<file path="src/rtl/tetris_keys_pkg.sv">
// Scan-code constants, parser/owner encodings and key index map shared by the
// PS/2 game-key front end.
package tetris_keys_pkg;

  localparam logic [7:0] SC_EXT   = 8'hE0;
  localparam logic [7:0] SC_BRK   = 8'hF0;
  localparam logic [7:0] SC_LEFT  = 8'h6B;
  localparam logic [7:0] SC_RIGHT = 8'h74;
  localparam logic [7:0] SC_UP    = 8'h75;
  localparam logic [7:0] SC_DOWN  = 8'h72;
  localparam logic [7:0] SC_SPACE = 8'h29;
  localparam logic [7:0] SC_P     = 8'h4D;

  // Bit positions within keys_held and the internal pulse vector.
  localparam int unsigned KEY_LEFT  = 0;
  localparam int unsigned KEY_RIGHT = 1;
  localparam int unsigned KEY_UP    = 2;
  localparam int unsigned KEY_DOWN  = 3;
  localparam int unsigned KEY_SPACE = 4;
  localparam int unsigned KEY_P     = 5;
  localparam int unsigned NUM_KEYS  = 6;

  typedef enum logic [1:0] {
    StIdle,
    StExt,
    StBrk,
    StExtBrk
  } parse_state_e;

  typedef enum logic [1:0] {
    OwnNone,
    OwnLeft,
    OwnRight
  } h_owner_e;

  // One-hot key for a completed code; keypad arrows (non-extended) map to nothing.
  function automatic logic [NUM_KEYS-1:0] key_decode(input logic [7:0] code, input logic ext);
    logic [NUM_KEYS-1:0] k;
    k = '0;
    if (ext) begin
      case (code)
        SC_LEFT:  k[KEY_LEFT]  = 1'b1;
        SC_RIGHT: k[KEY_RIGHT] = 1'b1;
        SC_UP:    k[KEY_UP]    = 1'b1;
        SC_DOWN:  k[KEY_DOWN]  = 1'b1;
        default:  k = '0;
      endcase
    end else begin
      case (code)
        SC_SPACE: k[KEY_SPACE] = 1'b1;
        SC_P:     k[KEY_P]     = 1'b1;
        default:  k = '0;
      endcase
    end
    return k;
  endfunction

endpackage

</file>
<file path="src/rtl/ps2_game_keys_if.sv">
// Byte-stream input and command/status output bundle between the PS/2 receiver,
// the key front end and the game control FSM.
interface ps2_game_keys_if;
  import tetris_keys_pkg::*;

  logic [7:0]          scan_code;
  logic                scan_code_valid;
  logic                clear_held;
  logic                move_left;
  logic                move_right;
  logic                rotate;
  logic                soft_drop;
  logic                hard_drop;
  logic                pause_toggle;
  logic [NUM_KEYS-1:0] keys_held;

  modport master (
    output scan_code, scan_code_valid, clear_held,
    input  move_left, move_right, rotate, soft_drop, hard_drop, pause_toggle, keys_held
  );

  modport slave (
    input  scan_code, scan_code_valid, clear_held,
    output move_left, move_right, rotate, soft_drop, hard_drop, pause_toggle, keys_held
  );

endinterface

</file>
<file path="src/rtl/key_repeat_timer.sv">
// Down-counter for key auto-repeat: expire is high while running at zero; the
// owner is expected to reload on expire.
module key_repeat_timer #(
  parameter int unsigned CNT_W = 24
) (
  input  logic             CLOCK_50,
  input  logic             reset,
  input  logic             load,
  input  logic [CNT_W-1:0] load_value,
  input  logic             run,
  output logic             expire
);

  logic [CNT_W-1:0] cnt_q, cnt_d;

  always_comb begin
    cnt_d = cnt_q;
    if (load) begin
      cnt_d = load_value;
    end else if (run && (cnt_q != '0)) begin
      cnt_d = cnt_q - CNT_W'(1);
    end
  end

  always_ff @(posedge CLOCK_50 or posedge reset) begin
    if (reset) begin
      cnt_q <= '0;
    end else begin
      cnt_q <= cnt_d;
    end
  end

  assign expire = run && (cnt_q == '0);

endmodule

</file>
<file path="src/rtl/ps2_game_keys.sv">
// PS/2 Set-2 byte stream to one-cycle Tetris command pulses, with held-key
// tracking and DAS/ARR horizontal repeat plus soft-drop repeat.
module ps2_game_keys
  import tetris_keys_pkg::*;
#(
  parameter int unsigned DAS_CYCLES = 8500000,
  parameter int unsigned ARR_CYCLES = 2500000,
  parameter int unsigned SD_CYCLES  = 2500000,
  parameter int unsigned CNT_W      = 24
) (
  input  logic            CLOCK_50,
  input  logic            reset,
  ps2_game_keys_if.slave  kb
);

  localparam logic [CNT_W-1:0] DAS_LOAD = CNT_W'(DAS_CYCLES - 1);
  localparam logic [CNT_W-1:0] ARR_LOAD = CNT_W'(ARR_CYCLES - 1);
  localparam logic [CNT_W-1:0] SD_LOAD  = CNT_W'(SD_CYCLES - 1);

  parse_state_e        state_q, state_d;
  h_owner_e            owner_q, owner_d;
  logic [NUM_KEYS-1:0] held_q, held_d;
  logic [NUM_KEYS-1:0] pulse_q, pulse_d;
  logic [NUM_KEYS-1:0] make_raw, brk_raw, make_key, brk_key, new_make;

  logic             h_load, h_run, h_expire;
  logic [CNT_W-1:0] h_val;
  logic             sd_load, sd_run, sd_expire;
  logic [CNT_W-1:0] sd_val;

  // Parser: only advances on strobe cycles.
  always_comb begin
    state_d  = state_q;
    make_raw = '0;
    brk_raw  = '0;
    if (kb.scan_code_valid) begin
      unique case (state_q)
        StIdle: begin
          if (kb.scan_code == SC_EXT) begin
            state_d = StExt;
          end else if (kb.scan_code == SC_BRK) begin
            state_d = StBrk;
          end else begin
            make_raw = key_decode(kb.scan_code, 1'b0);
          end
        end
        StExt: begin
          if (kb.scan_code == SC_BRK) begin
            state_d = StExtBrk;
          end else if (kb.scan_code != SC_EXT) begin
            make_raw = key_decode(kb.scan_code, 1'b1);
            state_d  = StIdle;
          end
        end
        StBrk: begin
          brk_raw = key_decode(kb.scan_code, 1'b0);
          state_d = StIdle;
        end
        StExtBrk: begin
          brk_raw = key_decode(kb.scan_code, 1'b1);
          state_d = StIdle;
        end
      endcase
    end
  end

  // clear_held suppresses any make completed in the same cycle.
  always_comb begin
    make_key = kb.clear_held ? '0 : make_raw;
    brk_key  = kb.clear_held ? '0 : brk_raw;
    new_make = make_key & ~held_q;
    held_d   = kb.clear_held ? '0 : ((held_q & ~brk_key) | make_key);
  end

  assign h_run  = (owner_q != OwnNone);
  assign sd_run = held_q[KEY_DOWN];

  always_comb begin
    pulse_d          = '0;
    pulse_d[KEY_UP]    = new_make[KEY_UP];
    pulse_d[KEY_SPACE] = new_make[KEY_SPACE];
    pulse_d[KEY_P]     = new_make[KEY_P];

    sd_load = 1'b0;
    sd_val  = SD_LOAD;
    if (kb.clear_held) begin
      sd_load = 1'b1;
      sd_val  = '0;
    end else if (new_make[KEY_DOWN] || (sd_expire && !brk_key[KEY_DOWN])) begin
      pulse_d[KEY_DOWN] = 1'b1;
      sd_load           = 1'b1;
    end

    owner_d = owner_q;
    h_load  = 1'b0;
    h_val   = DAS_LOAD;
    if (kb.clear_held) begin
      owner_d = OwnNone;
      h_load  = 1'b1;
      h_val   = '0;
    end else if (new_make[KEY_LEFT]) begin
      owner_d           = OwnLeft;
      pulse_d[KEY_LEFT] = 1'b1;
      h_load            = 1'b1;
    end else if (new_make[KEY_RIGHT]) begin
      owner_d            = OwnRight;
      pulse_d[KEY_RIGHT] = 1'b1;
      h_load             = 1'b1;
    end else if ((owner_q == OwnLeft) && brk_key[KEY_LEFT]) begin
      // Releasing the owner hands repeat to the other key if it is still down.
      if (held_q[KEY_RIGHT]) begin
        owner_d            = OwnRight;
        pulse_d[KEY_RIGHT] = 1'b1;
        h_load             = 1'b1;
      end else begin
        owner_d = OwnNone;
      end
    end else if ((owner_q == OwnRight) && brk_key[KEY_RIGHT]) begin
      if (held_q[KEY_LEFT]) begin
        owner_d           = OwnLeft;
        pulse_d[KEY_LEFT] = 1'b1;
        h_load            = 1'b1;
      end else begin
        owner_d = OwnNone;
      end
    end else if (h_expire) begin
      h_load = 1'b1;
      h_val  = ARR_LOAD;
      if (owner_q == OwnLeft) begin
        pulse_d[KEY_LEFT] = 1'b1;
      end else begin
        pulse_d[KEY_RIGHT] = 1'b1;
      end
    end
  end

  key_repeat_timer #(
    .CNT_W(CNT_W)
  ) u_h_timer (
    .CLOCK_50  (CLOCK_50),
    .reset     (reset),
    .load      (h_load),
    .load_value(h_val),
    .run       (h_run),
    .expire    (h_expire)
  );

  key_repeat_timer #(
    .CNT_W(CNT_W)
  ) u_sd_timer (
    .CLOCK_50  (CLOCK_50),
    .reset     (reset),
    .load      (sd_load),
    .load_value(sd_val),
    .run       (sd_run),
    .expire    (sd_expire)
  );

  always_ff @(posedge CLOCK_50 or posedge reset) begin
    if (reset) begin
      state_q <= StIdle;
      owner_q <= OwnNone;
      held_q  <= '0;
      pulse_q <= '0;
    end else begin
      state_q <= state_d;
      owner_q <= owner_d;
      held_q  <= held_d;
      pulse_q <= pulse_d;
    end
  end

  assign kb.move_left    = pulse_q[KEY_LEFT];
  assign kb.move_right   = pulse_q[KEY_RIGHT];
  assign kb.rotate       = pulse_q[KEY_UP];
  assign kb.soft_drop    = pulse_q[KEY_DOWN];
  assign kb.hard_drop    = pulse_q[KEY_SPACE];
  assign kb.pause_toggle = pulse_q[KEY_P];
  assign kb.keys_held    = held_q;

endmodule
</file>
<file path="src/flat_wrapper.sv">
// flat-port wrapper written by rule: the top's interface ports become plain ports
module ps2_game_keys_flat import tetris_keys_pkg::*;
#(
  parameter int unsigned DAS_CYCLES = 8500000,
  parameter int unsigned ARR_CYCLES = 2500000,
  parameter int unsigned SD_CYCLES  = 2500000,
  parameter int unsigned CNT_W      = 24
)
  (CLOCK_50, reset, kb_scan_code, kb_scan_code_valid, kb_clear_held, kb_move_left, kb_move_right, kb_rotate, kb_soft_drop, kb_hard_drop, kb_pause_toggle, kb_keys_held);
  ps2_game_keys_if kb_i ();
  input  logic CLOCK_50;
  input  logic reset;
  input wire logic [$bits(kb_i.scan_code)-1:0] kb_scan_code;
  input wire logic [$bits(kb_i.scan_code_valid)-1:0] kb_scan_code_valid;
  input wire logic [$bits(kb_i.clear_held)-1:0] kb_clear_held;
  output wire logic [$bits(kb_i.move_left)-1:0] kb_move_left;
  output wire logic [$bits(kb_i.move_right)-1:0] kb_move_right;
  output wire logic [$bits(kb_i.rotate)-1:0] kb_rotate;
  output wire logic [$bits(kb_i.soft_drop)-1:0] kb_soft_drop;
  output wire logic [$bits(kb_i.hard_drop)-1:0] kb_hard_drop;
  output wire logic [$bits(kb_i.pause_toggle)-1:0] kb_pause_toggle;
  output wire logic [$bits(kb_i.keys_held)-1:0] kb_keys_held;
  assign kb_i.scan_code = kb_scan_code;
  assign kb_i.scan_code_valid = kb_scan_code_valid;
  assign kb_i.clear_held = kb_clear_held;
  assign kb_move_left = kb_i.move_left;
  assign kb_move_right = kb_i.move_right;
  assign kb_rotate = kb_i.rotate;
  assign kb_soft_drop = kb_i.soft_drop;
  assign kb_hard_drop = kb_i.hard_drop;
  assign kb_pause_toggle = kb_i.pause_toggle;
  assign kb_keys_held = kb_i.keys_held;
  ps2_game_keys #(.DAS_CYCLES(DAS_CYCLES), .ARR_CYCLES(ARR_CYCLES), .SD_CYCLES(SD_CYCLES), .CNT_W(CNT_W)) u_core (.CLOCK_50(CLOCK_50), .reset(reset), .kb(kb_i));
endmodule
</file>
<file path="config.mk">
export PLATFORM = sky130hd
export DESIGN_NAME = ps2_game_keys_flat
export DESIGN_NICKNAME = d
export VERILOG_FILES = /design/src/rtl/tetris_keys_pkg.sv /design/src/rtl/ps2_game_keys_if.sv /design/src/rtl/key_repeat_timer.sv /design/src/rtl/ps2_game_keys.sv /design/src/flat_wrapper.sv
export SDC_FILE = /design/constraint.sdc
export NUM_CORES = 1
export LEC_CHECK = 0
export ABC_CLOCK_PERIOD_IN_PS = 3400
export CAP_MARGIN = 0
export CORE_UTILIZATION = 50
export DETAILED_ROUTE_END_ITERATION = 10
export PLACE_DENSITY_LB_ADDON = 0.3
export SLEW_MARGIN = 15
export SYNTH_ARGS = -nofsm -noshare
export SYNTH_HDL_FRONTEND = slang
export SYNTH_HIERARCHICAL = 1
export SYNTH_SLANG_ARGS = --single-unit
</file>
<file path="constraint.sdc">
create_clock -name CLOCK_50 -period 3.4 [get_ports CLOCK_50]
set_input_delay 0.51 -clock CLOCK_50 [delete_from_list [all_inputs] [get_ports CLOCK_50]]
set_output_delay 0.51 -clock CLOCK_50 [all_outputs]
set_load 0.01 [all_outputs]
</file>
== Word level (Yosys, flattened, before mapping) ==
Index checks and enable logic that the tools add are counted.

* Register bits after elaboration: 64
* Bits of input ports: 12
* Word-level logic and storage cells: 112

* Bitwise operators: 5
* Reductions and logical operators: 20
* Equal/unequal tests: 16
* Mux-type cells: 63
* Add/subtract/negate cells: 2

{| class="wikitable"
|+ Operator list
! operator !! number
|-
| 24-bit two-way mux || 10
|-
| 24-bit logical NOT || 2
|-
| 6-bit two-way mux || 8
|-
| 24-bit nonzero test || 2
|-
| 24-bit by 1-bit subtractor with 24-bit output, second input constant || 2
|-
| 8-bit by 7-bit == test with 1-bit output, second input constant || 5
|-
| 1-bit two-way mux || 28
|-
| 2-bit two-way mux || 12
|-
| 6-bit case mux with 2 select lines || 2
|-
| 22-bit two-way mux || 1
|-
| 8-bit == test, second input constant || 2
|-
| 6-bit bitwise AND || 2
|-
| 6-bit inverter || 2
|-
| 8-bit by 6-bit == test with 1-bit output, second input constant || 1
|-
| 8-bit != test, second input constant || 1
|-
| 1-bit logical AND || 7
|-
| 2-bit == test, second input constant || 3
|-
| 3-bit by 1-bit != test with 1-bit output, second input constant || 2
|-
| 6-bit OR || 1
|-
| 2-bit case mux with 3 select lines || 1
|-
| 2-bit nonzero test || 3
|-
| 5-bit nonzero test || 1
|-
| 2-bit by 1-bit == test with 1-bit output, second input constant || 2
|-
| 4-bit two-way mux || 1
|-
| 5 further kinds || 5
|}

== Longest topological paths before layout ==
* Word-level depth: 12
* Mapped depth: 13

== By module ==
The synthesis kept the hierarchy.

{| class="wikitable"
|+ Modules (own cells, without submodules)
! module !! times used !! sequential area each (um^2) !! cells an instance !! area each (um^2)
|-
| key_repeat_timer (u_core.u_sd_timer) || 1 || 600.6 || 171 || 1530.2
|-
| key_repeat_timer (u_core.u_h_timer) || 1 || 600.6 || 159 || 1503.9
|-
| ps2_game_keys || 1 || 400.4 || 102 || 910.9
|}

== Least setup slack after synthesis ==
OpenSTA, ideal clock, no wires.

* Path type: reg2reg
* Start point: register u_core.u_sd_timer.cnt_q[13]
* End point: register u_core.u_sd_timer.cnt_q[11]
* Library setup time: 136 ps
* Data required time: 3264 ps
* Path slack: 316 ps
* Arrival time: 2948 ps
* Cell stages (with the launch flop): 12
* Cells stage by stage: dfrtp_1 -> or4_4 -> or4b_4 -> buf_6 -> nor3_1 -> and2_1 -> inv_1 -> o22ai_1 -> nand2b_1 -> buf_2 -> clkbuf_1 -> o21ai_0

* Word-level cells in the longest chain between the ends: 7

{| class="wikitable"
|+ Ends and longest elaborated chain
! what !! line !! source
|-
| start, declared || key_repeat_timer.sv:14 || <nowiki>logic [CNT_W-1:0] cnt_q, cnt_d;</nowiki>
|-
| start signal, assigned || key_repeat_timer.sv:29 || <nowiki>cnt_q <= cnt_d;</nowiki>
|-
| 24-bit logical NOT * || key_repeat_timer.sv:33 || <nowiki>assign expire = run && (cnt_q == '0);</nowiki>
|-
| 1-bit logical AND * || key_repeat_timer.sv:33 ||
|-
| named net u_core.sd_expire || ps2_game_keys.sv:28 || <nowiki>logic sd_load, sd_run, sd_expire;</nowiki>
|-
| 1-bit logical AND * || ps2_game_keys.sv:89 || <nowiki>end else if (new_make[KEY_DOWN] || (sd_expire && !brk_key[KEY_DOWN])) begin</nowiki>
|-
| 1-bit logical OR * || ps2_game_keys.sv:89 ||
|-
| 1-bit two-way mux * || ps2_game_keys.sv:89 ||
|-
| 1-bit two-way mux * || ps2_game_keys.sv:86 || <nowiki>if (kb.clear_held) begin</nowiki>
|-
| named net u_core.sd_load || ps2_game_keys.sv:28 ||
|-
| 24-bit two-way mux / 2-bit nonzero test (equally long branches) || -- ||
|}

Mark *: on every way through the listed nets, which the timed path passes. The rest lies on a longest branch.
A chain may end at the register's enable or synchronous reset.

== Worst setup path after layout ==
* Start point: register u_core.u_sd_timer.cnt_q[12]
* End point: register u_core.u_sd_timer.cnt_q[17]

Same word-level chain as after synthesis.

==> metrics <==
outcome=complete, no violations; Synth area leaders=dfrtp_1 41%, nand2_1 3.9%, o21ai_0 3.7%, nor2_1 3.4%, a31oi_1 2.7%; top-area cell type share of the netlist area=0.406; CP endpoint kind=flip-flop; met1 GRT Util=0.296; antenna violations before repair=0; clock insertion delay at the later pin of the skew report=approximately 0.33 ns; layout cells sized above 1=0.141; GRT busiest layer=met2; CP delay by family, top=simple AND/OR/NAND/NOR gates; Initial Utilization=0.513; CP max FO=11; yosys warns=6; async set-reset flop share out of synthesis=1.00; critical path class=flip-flop to flip-flop; Reg2Reg Depth=11; Logic pwr share=0.124; Static Leakage=approximately 0.0018 uW; Compound-Gate Fraction of Synth Area=0.167; vias per inst=approximately 6; Seq cells post-synth=64; Pint=roughly 1200 uW; IR Drop Worst-Case VDD=between 0.2 and 0.3 mV; GR Layer Usage met3=0.0396; mux cell area share after synthesis=0.0276; clk sink count=64; CP max-delay cell=or4b_4; Synth Instances=around 430; clk slew on worst S/H paths=about 0.070 ns; Post-Syn Area=about 0.0039 sq mm; I/O Buffers=23; commonest cells after routing, fill and taps aside=64 x dfrtp_1, 41 x nand2_1, 36 x nor2_1; initial drt markers=about 270; largest net degree at the start of global routing=30; max-slew violation count=0; die area=0.00825 sq mm; Sw Ratio=0.264; fmax=approximately 310 MHz; dominant cell type by area after synthesis=dfrtp_1; GPL Wtd Cong=0.819; main combinational cell family by area after synthesis=simple AND/OR/NAND/NOR gates; max-capacitance violation count=0; hold-critical path depth=1; final hold viol count=0; endpoints failing setup=0; RSZ-0062 raised after global routing=no; Worst Clk Skew=between 0.01 and 0.015 ns; Place WS=0.196 ns; post-synthesis simple-gate area fraction=0.291; CTS Buf Count=9; end of the worst register-to-register path=u_core/u_sd_timer/cnt_q[17]; via count=3,435; Worst setup SP type=flip-flop; die height=between 90 and 100 um; CP arrival=3.40 ns; first-pass GRT wire length=around 15 mm; CTS Root Cell=clkbuf_8; Post-Synth Adder-Cell Area=0.0127; worst setup margin=about 0.19 ns; post-layout min period=3.21 ns; max_slew headroom=0.387; global route overflow=0; gr usage total=0.223; ys flop type=dfrtp_1; EDFF count, synth=0; CP required=roughly 3.6 ns; critical path buffer and inverter count=3; total negative slack=0 ns; Pre-Repair DR Iteration Count=5; drt drc=0; slowest stage delay, CP=0.57 ns; Hold Crit Start=u_core/kb.keys_held[5]; Antenna diodes=0; Routed WL per cell=between 10 and 15 um; register area share after synthesis=0.406; row count=32; power per cell area=between 300 and 400 mW/mm^2; HPWL Detailed=around 6 mm; Tot Pwr=about 1700 uW; actual slew at the worst max-slew pin=just over 0.9 ns; Routed Antenna Nets=0; hold path endpoint=u_core/pulse_q[5]; Distinct cells, synth=68; register share of total power=0.512; number of global-route vias before repair=3,298; core area=a little under 0.008 sq mm; worst min path class=flip-flop to flip-flop; commonest non-fill, non-tap cell in the layout=dfrtp_1; Filler cells=between 600 and 700; Longest Clk Path Bufs=2; GR Layer Usage met2=0.362; Reg2Reg Setup Slack=between 0.15 and 0.2 ns; XOR/XNOR Fraction of Synth Area=0.0488; Area Overhead vs Synth=16.3%; Total Nets Final=between 400 and 500; die width=90.8 um; Routed WL=~8.6 mm; origin of the critical flop-to-flop path=u_core/u_sd_timer/cnt_q[12]; CTS tree=done; H-tree levels=3; Sw Pwr=444 uW; Syn Area/Cell=just over 9 sq um; Clk network pwr share=0.363; Tcrit/Tclk final=0.943; IO Count=24; CP Cell Sequence=or4_4 -> or4b_4 -> nor3_1 -> and2_1 -> inv_1 -> o22ai_1 -> nand2b_1 -> clkinvlp_4 -> buf_12 -> o311ai_0 -> nand3_1
-- logic make-up (layout without fill, tap and decap cells) --
| group | count (synthesis) | in the layout |
|---|---|---|
| adders and majority gates | 4 | 4 |
| xor gates and xnor gates | 22 | 22 |
| AOI/OAI and AO/OA | 102 | 102 |
| other | 1 | 19 |
| and+or+nand+nor | 189 | 189 |
| DFF | 64 | 64 |
| buffers and inverters | 40 | 73 |
| muxes | 10 | 10 |
-- registers in the layout, indices dropped and copies added, names as in the netlist --
signal and flops:
u_core/state_q 2, u_core/kb.keys_held 6, u_core/owner_q 2, u_core/u_h_timer/cnt_q 24, u_core/u_sd_timer/cnt_q 24, u_core/pulse_q 6
-- synthesized netlist by cell type, types with 3 or more instances --
library cell  instances
and3_1                3
inv_1                14
o21ai_0              29
o2111ai_1             4
nor4_4                3
nand3_1              11
nand4_1              10
a21oi_1               8
dfrtp_1              64
or4_1                14
xnor2_1              10
o22ai_1               3
buf_6                 3
mux2i_1               3
nor4_1                3
nand2_1              41
xor2_1               12
and2_1                3
o31ai_1               7
a31oi_1              17
o41ai_1               3
nor2_1               36
nor3_1               10
or2_2                 7
o21ai_1               6
clkbuf_1             17
ha_1                  4
buf_2                 5
or3_1                11
nor4b_1               3
mux2_2                7
nor2b_1               3
o211ai_1             12
-- stage by stage --
| step | instances | hold WS, ns | instance area, sq um | utilization |
|---|---|---|---|---|
| finish | 585 | 0.471 | 4590 | 0.597 |
| global route | 585 | 0.492 | 4590 | 0.597 |
| CTS | 582 | 0.474 | 4550 | 0.592 |
| global placement | 566 | 0.455 | 4370 | 0.568 |
| detailed placement | 566 | 0.461 | 4370 | 0.568 |
| floorplan | 450 | 0.424 | 4010 | - |
-- power groups by stage --
stage / registers, uW / logic, uW / clock network (uW)
after global routing: 868 / 238 / 666
after detailed placement: 872 / 203 / 0
final: 861 / 209 / 611
after floorplan: 860 / 148 / 0
after CTS: 859 / 204 / 630
after global placement: 871 / 195 / 0
-- worst register-to-register path, delay by kind of cell (launching register included) --
family / cells / cell delay [ns]
buffers and inverters: 3 / 0.46
AND/OR/NAND/NOR: 6 / 1.96
AO/OA/AOI/OAI: 2 / 0.24
flip-flops: 1 / 0.42
-- repair_timing --
action / CTS / global route
buffers inserted: 0 / 2
setup endpoints to repair: 0 / 5
gates resized for setup: 0 / 2
hold buffers: 0 / 0
-- how the worst max path moves through the flow --
stage / startpoint / endpoint / slack (ns) / cells after the start
2_1_floorplan: u_core/u_sd_timer/cnt_q[13] / u_core/u_sd_timer/cnt_q[11] / 0.32 / 11
3_3_place_gp: u_core/u_sd_timer/cnt_q[13] / u_core/u_sd_timer/cnt_q[3] / 0.33 / 9
3_5_place_dp: u_core/u_sd_timer/cnt_q[13] / u_core/u_sd_timer/cnt_q[3] / 0.20 / 9
4_1_cts: u_core/u_sd_timer/cnt_q[13] / u_core/u_sd_timer/cnt_q[3] / 0.17 / 9
5_1_grt: u_core/u_sd_timer/cnt_q[13] / u_core/u_sd_timer/cnt_q[17] / 0.02 / 11
6_report: u_core/u_sd_timer/cnt_q[12] / u_core/u_sd_timer/cnt_q[17] / 0.19 / 11
-- area by class of cell --
cell class	instances	area, sq um	share of cell area
multi-input cells	346	2230	0.487
clock buffers	12	135	0.0295
inverters	15	60.1	0.0131
flip-flops and latches	64	1600	0.349
well taps	102	128	0.0278
repair inverters	1	7.51	0.00164
clock inverters	4	45.0	0.00982
repair buffers	41	378	0.0824
-- layer usage --
layer	vias to the layer above	share of wire
met3	11	0.047
met5	-	0
met2	99	0.48
li1	1681	-
met4	0	0.013
met1	1644	0.46
Note: power is estimated with default switching activity, not from simulation.
